[src/rtl/audio_mixer_pkg.sv]
// Shared types and helpers for the audio frame mixer: FSM encoding,
// unity-gain constant and the output saturation function.
package audio_mixer_pkg;

  typedef enum logic [1:0] {
    IDLE   = 2'd0,
    ACCUM  = 2'd1,
    OUTPUT = 2'd2
  } mix_state_t;

  localparam int MIXER_GAIN_W = 4;
  localparam int UNITY        = 1 << (MIXER_GAIN_W - 1);

  // Clamp a sign-extended accumulator value to a w-bit signed range.
  function automatic logic signed [63:0] saturate(input logic signed [63:0] v, input int w);
    logic signed [63:0] hi;
    logic signed [63:0] lo;
    hi = (64'sd1 <<< (w - 1)) - 64'sd1;
    lo = -(64'sd1 <<< (w - 1));
    if (v > hi)      saturate = hi;
    else if (v < lo) saturate = lo;
    else             saturate = v;
  endfunction

endpackage

[src/rtl/sample_fifo.sv]
// Synchronous FIFO with registered pointers; same-cycle push and pop both
// take effect. rdata shows the head entry combinationally.
module sample_fifo #(
  parameter int WIDTH = 32,
  parameter int DEPTH = 8
) (
  input  logic             clk,
  input  logic             reset_n,
  input  logic             push,
  input  logic             pop,
  input  logic [WIDTH-1:0] wdata,
  output logic [WIDTH-1:0] rdata,
  output logic             full,
  output logic             empty
);

  localparam int AW = $clog2(DEPTH);

  logic [WIDTH-1:0] mem [DEPTH];
  logic [AW:0]      wr_ptr;
  logic [AW:0]      rd_ptr;
  logic             do_push;
  logic             do_pop;

  // Extra pointer MSB distinguishes full from empty when the indices match.
  assign empty   = (wr_ptr == rd_ptr);
  assign full    = (wr_ptr[AW] != rd_ptr[AW]) && (wr_ptr[AW-1:0] == rd_ptr[AW-1:0]);
  assign do_push = push && !full;
  assign do_pop  = pop && !empty;
  assign rdata   = mem[rd_ptr[AW-1:0]];

  always_ff @(posedge clk) begin
    if (!reset_n) begin
      wr_ptr <= '0;
      rd_ptr <= '0;
    end else begin
      if (do_push) wr_ptr <= wr_ptr + 1'b1;
      if (do_pop)  rd_ptr <= rd_ptr + 1'b1;
    end
  end

  always_ff @(posedge clk) begin
    if (reset_n && do_push) mem[wr_ptr[AW-1:0]] <= wdata;
  end

endmodule

[src/rtl/audio_frame_mixer.sv]
// N-voice stereo mixer: per-channel FIFOs, per-channel gain, one saturated
// stereo sum per codec frame. Define MIXER_PEAK_EN to build the peak meters.
//
// state  | meaning
// IDLE   | waiting for new_frame
// ACCUM  | one channel per cycle: pop, scale, accumulate
// OUTPUT | saturate accumulators, register outputs, pulse out_valid
module audio_frame_mixer
  import audio_mixer_pkg::*;
#(
  parameter int NUM_CH     = 4,
  parameter int SAMPLE_W   = 16,
  parameter int FIFO_DEPTH = 8,
  parameter int GAIN_W     = 4
) (
  input  logic                         clk,
  input  logic                         reset_n,
  input  logic [NUM_CH-1:0]            in_valid,
  output logic [NUM_CH-1:0]            in_ready,
  input  logic [NUM_CH*SAMPLE_W-1:0]   in_left,
  input  logic [NUM_CH*SAMPLE_W-1:0]   in_right,
  input  logic [NUM_CH*GAIN_W-1:0]     gain,
  input  logic                         new_frame,
  input  logic                         clear_flags,
  output logic signed [SAMPLE_W-1:0]   out_left,
  output logic signed [SAMPLE_W-1:0]   out_right,
  output logic                         out_valid,
  output logic [NUM_CH-1:0]            underflow,
  output logic                         frame_overrun,
  output logic [SAMPLE_W-1:0]          peak_left,
  output logic [SAMPLE_W-1:0]          peak_right
);

  localparam int PW    = SAMPLE_W + GAIN_W + 1;
  localparam int ACC_W = SAMPLE_W + GAIN_W + $clog2(NUM_CH) + 1;
  localparam int CH_W  = (NUM_CH > 1) ? $clog2(NUM_CH) : 1;

  mix_state_t state;
  mix_state_t state_nx;

  logic [CH_W-1:0]           ch_idx;
  logic [NUM_CH-1:0]         fifo_full;
  logic [NUM_CH-1:0]         fifo_empty;
  logic [NUM_CH-1:0]         pop;
  logic [NUM_CH-1:0]         uf_set;
  logic [2*SAMPLE_W-1:0]     fifo_rdata [NUM_CH];
  logic [GAIN_W-1:0]         gain_q [NUM_CH];
  logic signed [ACC_W-1:0]   acc_l;
  logic signed [ACC_W-1:0]   acc_r;
  logic                      start;
  logic                      last_ch;
  logic                      cur_empty;
  logic signed [SAMPLE_W-1:0] cur_l;
  logic signed [SAMPLE_W-1:0] cur_r;
  logic [GAIN_W-1:0]         cur_gain;
  logic signed [PW-1:0]      prod_l;
  logic signed [PW-1:0]      prod_r;
  logic signed [ACC_W-1:0]   term_l;
  logic signed [ACC_W-1:0]   term_r;

  assign in_ready = ~fifo_full;

  for (genvar gi = 0; gi < NUM_CH; gi++) begin : g_ch
    sample_fifo #(
      .WIDTH (2 * SAMPLE_W),
      .DEPTH (FIFO_DEPTH)
    ) u_fifo (
      .clk     (clk),
      .reset_n (reset_n),
      .push    (in_valid[gi]),
      .pop     (pop[gi]),
      .wdata   ({in_left[gi*SAMPLE_W +: SAMPLE_W], in_right[gi*SAMPLE_W +: SAMPLE_W]}),
      .rdata   (fifo_rdata[gi]),
      .full    (fifo_full[gi]),
      .empty   (fifo_empty[gi])
    );
  end

  // Gain is zero-extended so the product stays signed.
  assign cur_empty = fifo_empty[ch_idx];
  assign cur_l     = fifo_rdata[ch_idx][2*SAMPLE_W-1:SAMPLE_W];
  assign cur_r     = fifo_rdata[ch_idx][SAMPLE_W-1:0];
  assign cur_gain  = gain_q[ch_idx];
  assign prod_l    = PW'(cur_l) * PW'($signed({1'b0, cur_gain}));
  assign prod_r    = PW'(cur_r) * PW'($signed({1'b0, cur_gain}));
  assign term_l    = cur_empty ? '0 : ACC_W'(prod_l >>> (GAIN_W - 1));
  assign term_r    = cur_empty ? '0 : ACC_W'(prod_r >>> (GAIN_W - 1));
  assign last_ch   = (ch_idx == CH_W'(NUM_CH - 1));

  always_ff @(posedge clk) begin
    if (!reset_n) state <= IDLE;
    else          state <= state_nx;
  end

  always_comb begin
    state_nx = state;
    start    = 1'b0;
    pop      = '0;
    uf_set   = '0;
    case (state)
      IDLE: begin
        if (new_frame) begin
          state_nx = ACCUM;
          start    = 1'b1;
        end
      end
      ACCUM: begin
        if (cur_empty) uf_set[ch_idx] = 1'b1;
        else           pop[ch_idx]    = 1'b1;
        if (last_ch) state_nx = OUTPUT;
      end
      OUTPUT:  state_nx = IDLE;
      default: state_nx = IDLE;
    endcase
  end

  always_ff @(posedge clk) begin
    if (!reset_n) begin
      ch_idx        <= '0;
      acc_l         <= '0;
      acc_r         <= '0;
      out_left      <= '0;
      out_right     <= '0;
      out_valid     <= 1'b0;
      underflow     <= '0;
      frame_overrun <= 1'b0;
      for (int k = 0; k < NUM_CH; k++) gain_q[k] <= '0;
    end else begin
      out_valid <= 1'b0;
      if (start) begin
        ch_idx <= '0;
        acc_l  <= '0;
        acc_r  <= '0;
        for (int k = 0; k < NUM_CH; k++) gain_q[k] <= gain[k*GAIN_W +: GAIN_W];
      end
      if (state == ACCUM) begin
        acc_l  <= acc_l + term_l;
        acc_r  <= acc_r + term_r;
        ch_idx <= ch_idx + 1'b1;
      end
      if (state == OUTPUT) begin
        out_left  <= SAMPLE_W'(saturate(64'(acc_l), SAMPLE_W));
        out_right <= SAMPLE_W'(saturate(64'(acc_r), SAMPLE_W));
        out_valid <= 1'b1;
      end
      // A flag event in the same cycle as clear_flags leaves the flag set.
      underflow     <= (underflow & ~{NUM_CH{clear_flags}}) | uf_set;
      frame_overrun <= (frame_overrun & ~clear_flags) | (new_frame && (state != IDLE));
    end
  end

`ifdef MIXER_PEAK_EN
  localparam logic [SAMPLE_W-1:0] MAG_MAX = {1'b0, {(SAMPLE_W-1){1'b1}}};
  localparam logic [SAMPLE_W-1:0] NEG_MIN = {1'b1, {(SAMPLE_W-1){1'b0}}};

  logic [SAMPLE_W-1:0] abs_l;
  logic [SAMPLE_W-1:0] abs_r;

  // Most negative sample has no positive twin; report it as full scale.
  assign abs_l = !out_left[SAMPLE_W-1]  ? out_left  :
                 (out_left == NEG_MIN)  ? MAG_MAX : (~out_left + 1'b1);
  assign abs_r = !out_right[SAMPLE_W-1] ? out_right :
                 (out_right == NEG_MIN) ? MAG_MAX : (~out_right + 1'b1);

  always_ff @(posedge clk) begin
    if (!reset_n) begin
      peak_left  <= '0;
      peak_right <= '0;
    end else begin
      if (clear_flags) begin
        peak_left  <= '0;
        peak_right <= '0;
      end
      if (out_valid && (clear_flags || abs_l > peak_left))  peak_left  <= abs_l;
      if (out_valid && (clear_flags || abs_r > peak_right)) peak_right <= abs_r;
    end
  end
`else
  assign peak_left  = '0;
  assign peak_right = '0;
`endif

endmodule
[config.mk]
export PLATFORM = sky130hd
export DESIGN_NAME = audio_frame_mixer
export DESIGN_NICKNAME = d
export VERILOG_FILES = /design/src/rtl/audio_mixer_pkg.sv /design/src/rtl/sample_fifo.sv /design/src/rtl/audio_frame_mixer.sv
export SDC_FILE = /design/constraint.sdc
export NUM_CORES = 2
export LEC_CHECK = 0
export BUFFER_PORTS_ARGS = -buffer_cell sky130_fd_sc_hd__buf_2
export CAP_MARGIN = 20
export CELL_PAD_IN_SITES_DETAIL_PLACEMENT = 0
export CELL_PAD_IN_SITES_GLOBAL_PLACEMENT = 1
export CORE_ASPECT_RATIO = 0.7
export CORE_MARGIN = 2
export CORE_UTILIZATION = 50
export CTS_BUF_LIST = sky130_fd_sc_hd__clkbuf_4
export DETAILED_ROUTE_END_ITERATION = 8
export GPL_ROUTABILITY_DRIVEN = 0
export PLACE_DENSITY = 0.76
export SLEW_MARGIN = 20
export SYNTH_ARGS = -nofsm -noshare
export SYNTH_HDL_FRONTEND = slang
export SYNTH_SLANG_ARGS = --single-unit
[constraint.sdc]
create_clock -name clk -period 7.2 [get_ports clk]
set_input_delay 1.08 -clock clk [delete_from_list [all_inputs] [get_ports clk]]
set_output_delay 1.08 -clock clk [all_outputs]
set_load 0.02 [all_outputs]
# After elaboration in Yosys (flattened, before gate mapping)
# Memory sizes are Yosys's and may differ from the RTL's. A register that Yosys moved wholly into a read port is not among the register bits.
# Index checks and enable logic that the tools add are counted.
# totals
word_cells,155
mem_bits_rw,1040
mem_count,5
output_inout_bits,74
inputBits,152
reg_bits,120
# mem_list
name,depth,word_bits,rd,rd_clocked_by_memory_dff,write_ports,line,text
g_ch[0].u_fifo.mem,8,32,1,1,1,sample_fifo.sv:19,logic [WIDTH-1:0] mem [DEPTH];
g_ch[1].u_fifo.mem,8,32,1,1,1,sample_fifo.sv:19,
g_ch[2].u_fifo.mem,8,32,1,1,1,sample_fifo.sv:19,
g_ch[3].u_fifo.mem,8,32,1,1,1,sample_fifo.sv:19,
gain_q,4,4,1,1,4,audio_frame_mixer.sv:47,logic [GAIN_W-1:0] gain_q [NUM_CH];
# classes
n_bitwise,12
addsub,11
n_eq_ne,17
n_reduce_logical,30
mux,54
multipliers,2
magnitude_cmp,7
# ops
cell,count
23-bit 2-to-1 mux,5
32-bit binary-select mux with 2-bit select,1
16-bit 2-to-1 mux,4
32-bit 2-to-1 mux,2
23-bit adder,2
"23-bit by 16-bit > comparator with 1-bit output, second input constant",2
"23-bit by 16-bit < comparator with 1-bit output, second input constant",2
16-bit by 5-bit multiplier with 21-bit output,2
"4-bit by 1-bit adder with 4-bit output, second input constant",8
4-bit 2-to-1 mux,8
3-bit 2-to-1 mux,8
1-bit logical AND,18
1-bit 2-to-1 mux,17
4-bit == test,4
3-bit == test,4
2-bit 2-to-1 mux,6
1-bit zero test,8
4-bit inverter,2
1-bit OR,5
4-bit bitwise AND,1
"2-bit == test, second input constant",2
1-bit inequality test,4
"2-bit inequality test, second input constant",2
4-bit OR,1
14 further kinds,15

# Longest topological paths before layout
# logic_depth
ltp_word,9
depth_mapped,34
depth_no_buf,32

# Modules after synthesis
# A second synthesis with hierarchy kept.
# unflattened
hier_cells,3183
hier_area_um2,53583.9
# modules_own_cells
mod,n_inst,area_each_um2,seq_area_each_um2,cells_per_inst
sample_fifo at g_ch[2].u_fifo ...,2,10525.1,7907.6,453
sample_fifo at g_ch[0].u_fifo ...,2,10395.0,7907.6,454
audio_frame_mixer,1,11743.8,2282.2,1369

# Least setup slack after synthesis
# Ideal clock, no wire load.
# synth_timing
path_type,reg2reg
startpoint,reg ch_idx[1]
endpoint,reg acc_l[19]
n_path_buf,3
path_slack_ps,-424
t_required_ps,7071
period_less_slack_ps,7624
arrival_ps,7495
path_stages_with_launch,31
path_cell_list,dfxtp_1 -> clkbuf_1 -> buf_1 -> buf_1 -> mux4_2 -> nor2_1 -> ha_1 -> fa_1 -> inv_1 -> fa_1 -> inv_1 -> ha_1 -> a21o_1 -> a221o_1 -> a31o_2 -> a21o_1 -> a21o_1 -> a21o_1 -> a21o_1 -> a21oi_1 -> xor2_1 -> nor2_1 -> ha_1 -> nand2_1 -> nor3b_1 -> a211oi_1 -> or3_1 -> and2_4 -> a22o_1 -> a21oi_1 -> nor3_2
# synth_via
elab_chain_len,8
elab_cells_between_ends,10
cone_classes,add/sub (1); mul (1); mux (7); bitwise (1)
# synth_lines
item,line,text
from (decl),audio_frame_mixer.sv:41,logic [CH_W-1:0] ch_idx;
from (signal assigned),audio_frame_mixer.sv:139,ch_idx <= ch_idx + 1'b1;
2-bit inverter with 3-bit output (implied by the code),audio_frame_mixer.sv:81,assign cur_l = fifo_rdata[ch_idx][2*SAMPLE_W-1:SAMPLE_W];
32-bit binary-select mux with 2-bit select,audio_frame_mixer.sv:81,
32-bit 2-to-1 mux (2 in a row),--,
16-bit by 5-bit multiplier with 21-bit output,audio_frame_mixer.sv:84,"assign prod_l = PW'(cur_l) * PW'($signed({1'b0, cur_gain}));"
23-bit 2-to-1 mux (*),audio_frame_mixer.sv:86,assign term_l = cur_empty ? '0 : ACC_W'(prod_l >>> (GAIN_W - 1));
23-bit adder (*),audio_frame_mixer.sv:137,acc_l <= acc_l + term_l;
23-bit 2-to-1 mux (*),audio_frame_mixer.sv:136,if (state == ACCUM) begin
to (signal assigned),audio_frame_mixer.sv:137,
to (decl),audio_frame_mixer.sv:48,logic signed [ACC_W-1:0] acc_l;
# Every way passes the cells marked *; elsewhere a longest branch is shown, timed or not. The select of a mux whose other input is x is not followed.
# A chain may end at the register's enable or synchronous reset.

==> flow_summary.ini <==
[clocking]
clock_path_buffers = 4
cts-root-buf = clkbuf_4
clkTransAtPathRegs_ns = 0.07
htree_levels = 5
clock-sinks = 1174
clock_latency_ns = 1.20
cts-hold-fix-buffers = 0
cts_buffers = 295
tritoncts = yes

[timing]
final_hold_viol_count = 0
skew_ns = 0.0884
fin_crit_ns = 7.22
fin_ws_ns = -0.0226
relSlewSlack_pct = 34.4
maxSlewViolCount = 0
whs_ns = 0.161
min_period_over_period_pct = 100
tightest_slew_ns = 0.985
clock.fmax_ghz = 0.138
setup_viol = 1
grt_setup_unrepaired = yes

[worst_setup_path]
crit_path_frequent_cell = buf_4
arrival_ns = 8.29
crit_path_start_kind = register
cp-end-kind = register
r2r_slack_ns = -0.02
worstSetupPathType = register to register
cp_slowest_cell = or4_4
rr_worst_depth = 29
r2r-end = acc_r[22]
crit_fanout = 6
required_ns = 8.27
max_stage_delay_ns = 0.53
worstSetupEndpoint = acc_r[22]

[placement]
dp.cells = 4956
portBuffers = 193
hpwl_mm = 88.4

[power_and_ir_drop]
ir_drop_uv = 185
leakage_nw = 22.6
p_per_area_nw_per_um2 = 256
total_power_mw = 15.9

[worst_hold_path]
hold_class = input pin to register

[floorplanning]
core.rowCount = 99
die-area_um2 = 107000
die-height_um = 274
ios = 226
core_um2 = 104000
die_x_um = 390
initial_core_util_pct = 50.2

[flow_run]
maxCapViolCount = 0

[yosys]
synth-edff-count = 1040
ys.warnings.count = 0
post-synth-top-count-cell = edfxtp_1
ys.flop_type = edfxtp_1
syn_area_um2 = 52100
synth_area_leader_cell = edfxtp_1
avgSynthCellArea_um2 = 16.5
synth_seq_cells = 1174
synthArstFlopShare_pct = 0
synth.top_cell.area_share_pct = 59.9
netlist-cell-type-count = 80
syn_inst = 3158
synth_common_cells = edfxtp_1, mux4_2, nor2_1
ys_seq_area_share_pct = 65.1
synth.area.top_cells = edfxtp_1, mux4_2, dfxtp_1, ha_1, mux2i_1

[routing]
drc = 0
drt_iter0_drc = 3070
drt-total-wl_mm = 133
vias = 31000
ant_nets = 0
via_per_inst = 5.63
drtPass1Iterations = 6
wl_per_cell_um = 24.1

[finish]
multi_input_area_um2 = 17600
drive_gt1_share_pct = 37.0
num-fill-cells = 7846
syn2layout_area_growth_pct = 19.4
instances_no_fill = 5500
nets = 4285
seq_area_um2 = 33900

[global_route]
grt_pass1_vias = 31800
grt_first_pass_wirelength_mm = 195
gr-total-overflow = 0
antenna_found_initial = 42
grt_max_degree = 65
grt_usage_pct = 24.9

[run_status]
violations = setup timing
status = complete, but fails checks
## how the worst min path moves through the flow
stage                       startpoint                         to  cells past startpoint
after detailed placement  out_right[4]               out_right[4]                      2
after global routing        in_left[9]  g_ch[0].u_fifo.mem[5][25]                      1
after global placement    out_right[5]               out_right[5]                      2
after CTS                  in_left[13]  g_ch[0].u_fifo.mem[1][29]                      1
after floorplan              acc_l[13]                  acc_l[13]                      2
final                     in_right[31]  g_ch[1].u_fifo.mem[4][15]                      1
## critical path: cells and delay by family, from the launching register on
family | cells | cell delay, ns
AOI/OAI and AO/OA | 9 | 1.78
xor gates and xnor gates | 1 | 0.16
adders and majority gates | 5 | 1.79
buffers and inverters | 6 | 0.75
DFF | 1 | 0.43
muxes | 3 | 1.00
and+or+nand+nor | 5 | 1.21
## cell type report
| class | count | share of cell area (%) |
|---|---|---|
| inverter | 159 | 0.964 |
| tap | 1363 | 2.74 |
| clock inverter | 70 | 0.664 |
| sequential | 1174 | 54.6 |
| multi-input combinational | 1678 | 28.3 |
| clock buffer | 405 | 4.89 |
| antenna | 23 | 0.0926 |
| timing repair buffer | 628 | 7.74 |
## layer usage
metal	GRT usage (%)	up-vias	wire length (um)
met1	33.5	15600	53800
li1	-	13800	-
met2	37.4	1240	60500
met3	9.24	249	14700
met5	0	-	176
met4	9.13	28	3480
## placed cells by master (no fill, tap or decap), types with 31 or more instances in the layout
master,count
buf_12,31
ha_1,116
a22oi_1,33
edfxtp_1,1040
buf_4,387
mux4_2,279
nand2b_1,46
clkinv_1,46
clkbuf_4,405
buf_2,193
and2_1,32
a21o_1,42
xnor2_1,53
dfxtp_1,121
fa_1,67
inv_1,151
conb_1,32
xor2_1,40
mux2i_1,112
nor2_1,237
o21ai_0,51
nand2_1,97
a21oi_1,86
## power breakdown
part	total, mW	switching [mW]	internal (mW)
sequential	7.63	0.0889	7.54
combinational	2.92	1.58	1.34
clock	5.34	2.57	2.77
## state kept, by name, summed over array words and instances (netlist names), named ones only
name and flops:
frame_overrun 1, gain_q 16, underflow 4, g_ch.u_fifo.wr_ptr 16
acc_l 23, g_ch.u_fifo.mem 1024, g_ch.u_fifo.rd_ptr 16, state 2
out_valid 1, out_right 16, acc_r 23, ch_idx 2
out_left 16
## per-stage QoR
stage	util [%]	instance area, um2	setup slack, ns	TNS (ns)
after CTS	59.1	61400	-0.0218	-0.0224
after global routing	59.9	62200	-0.352	-2.07
final	59.9	62200	-0.0226	-0.0226
after global placement	55.4	57500	-0.248	-0.374
after detailed placement	55.4	57500	-0.308	-0.682
after floorplan	-	52200	-0.0886	-0.0886
## what timing repair did
action,in CTS,in global routing
buffers inserted,13,26
resized for setup,39,105
pin swaps,13,55
endpoints found under the hold margin,0,0
cloned,4,4
endpoints found under the setup margin,10,16
## kinds of logic after synthesis
family,synth area share [%]
compound gates,4.01
xor+xnor,1.66
fa+ha+maj,5.71
buf+inv,2.83
flops,65.1
mux,15.4
other cells,0.00720
simple gates,5.27
No activity file was read; power rests on OpenSTA's default activity.
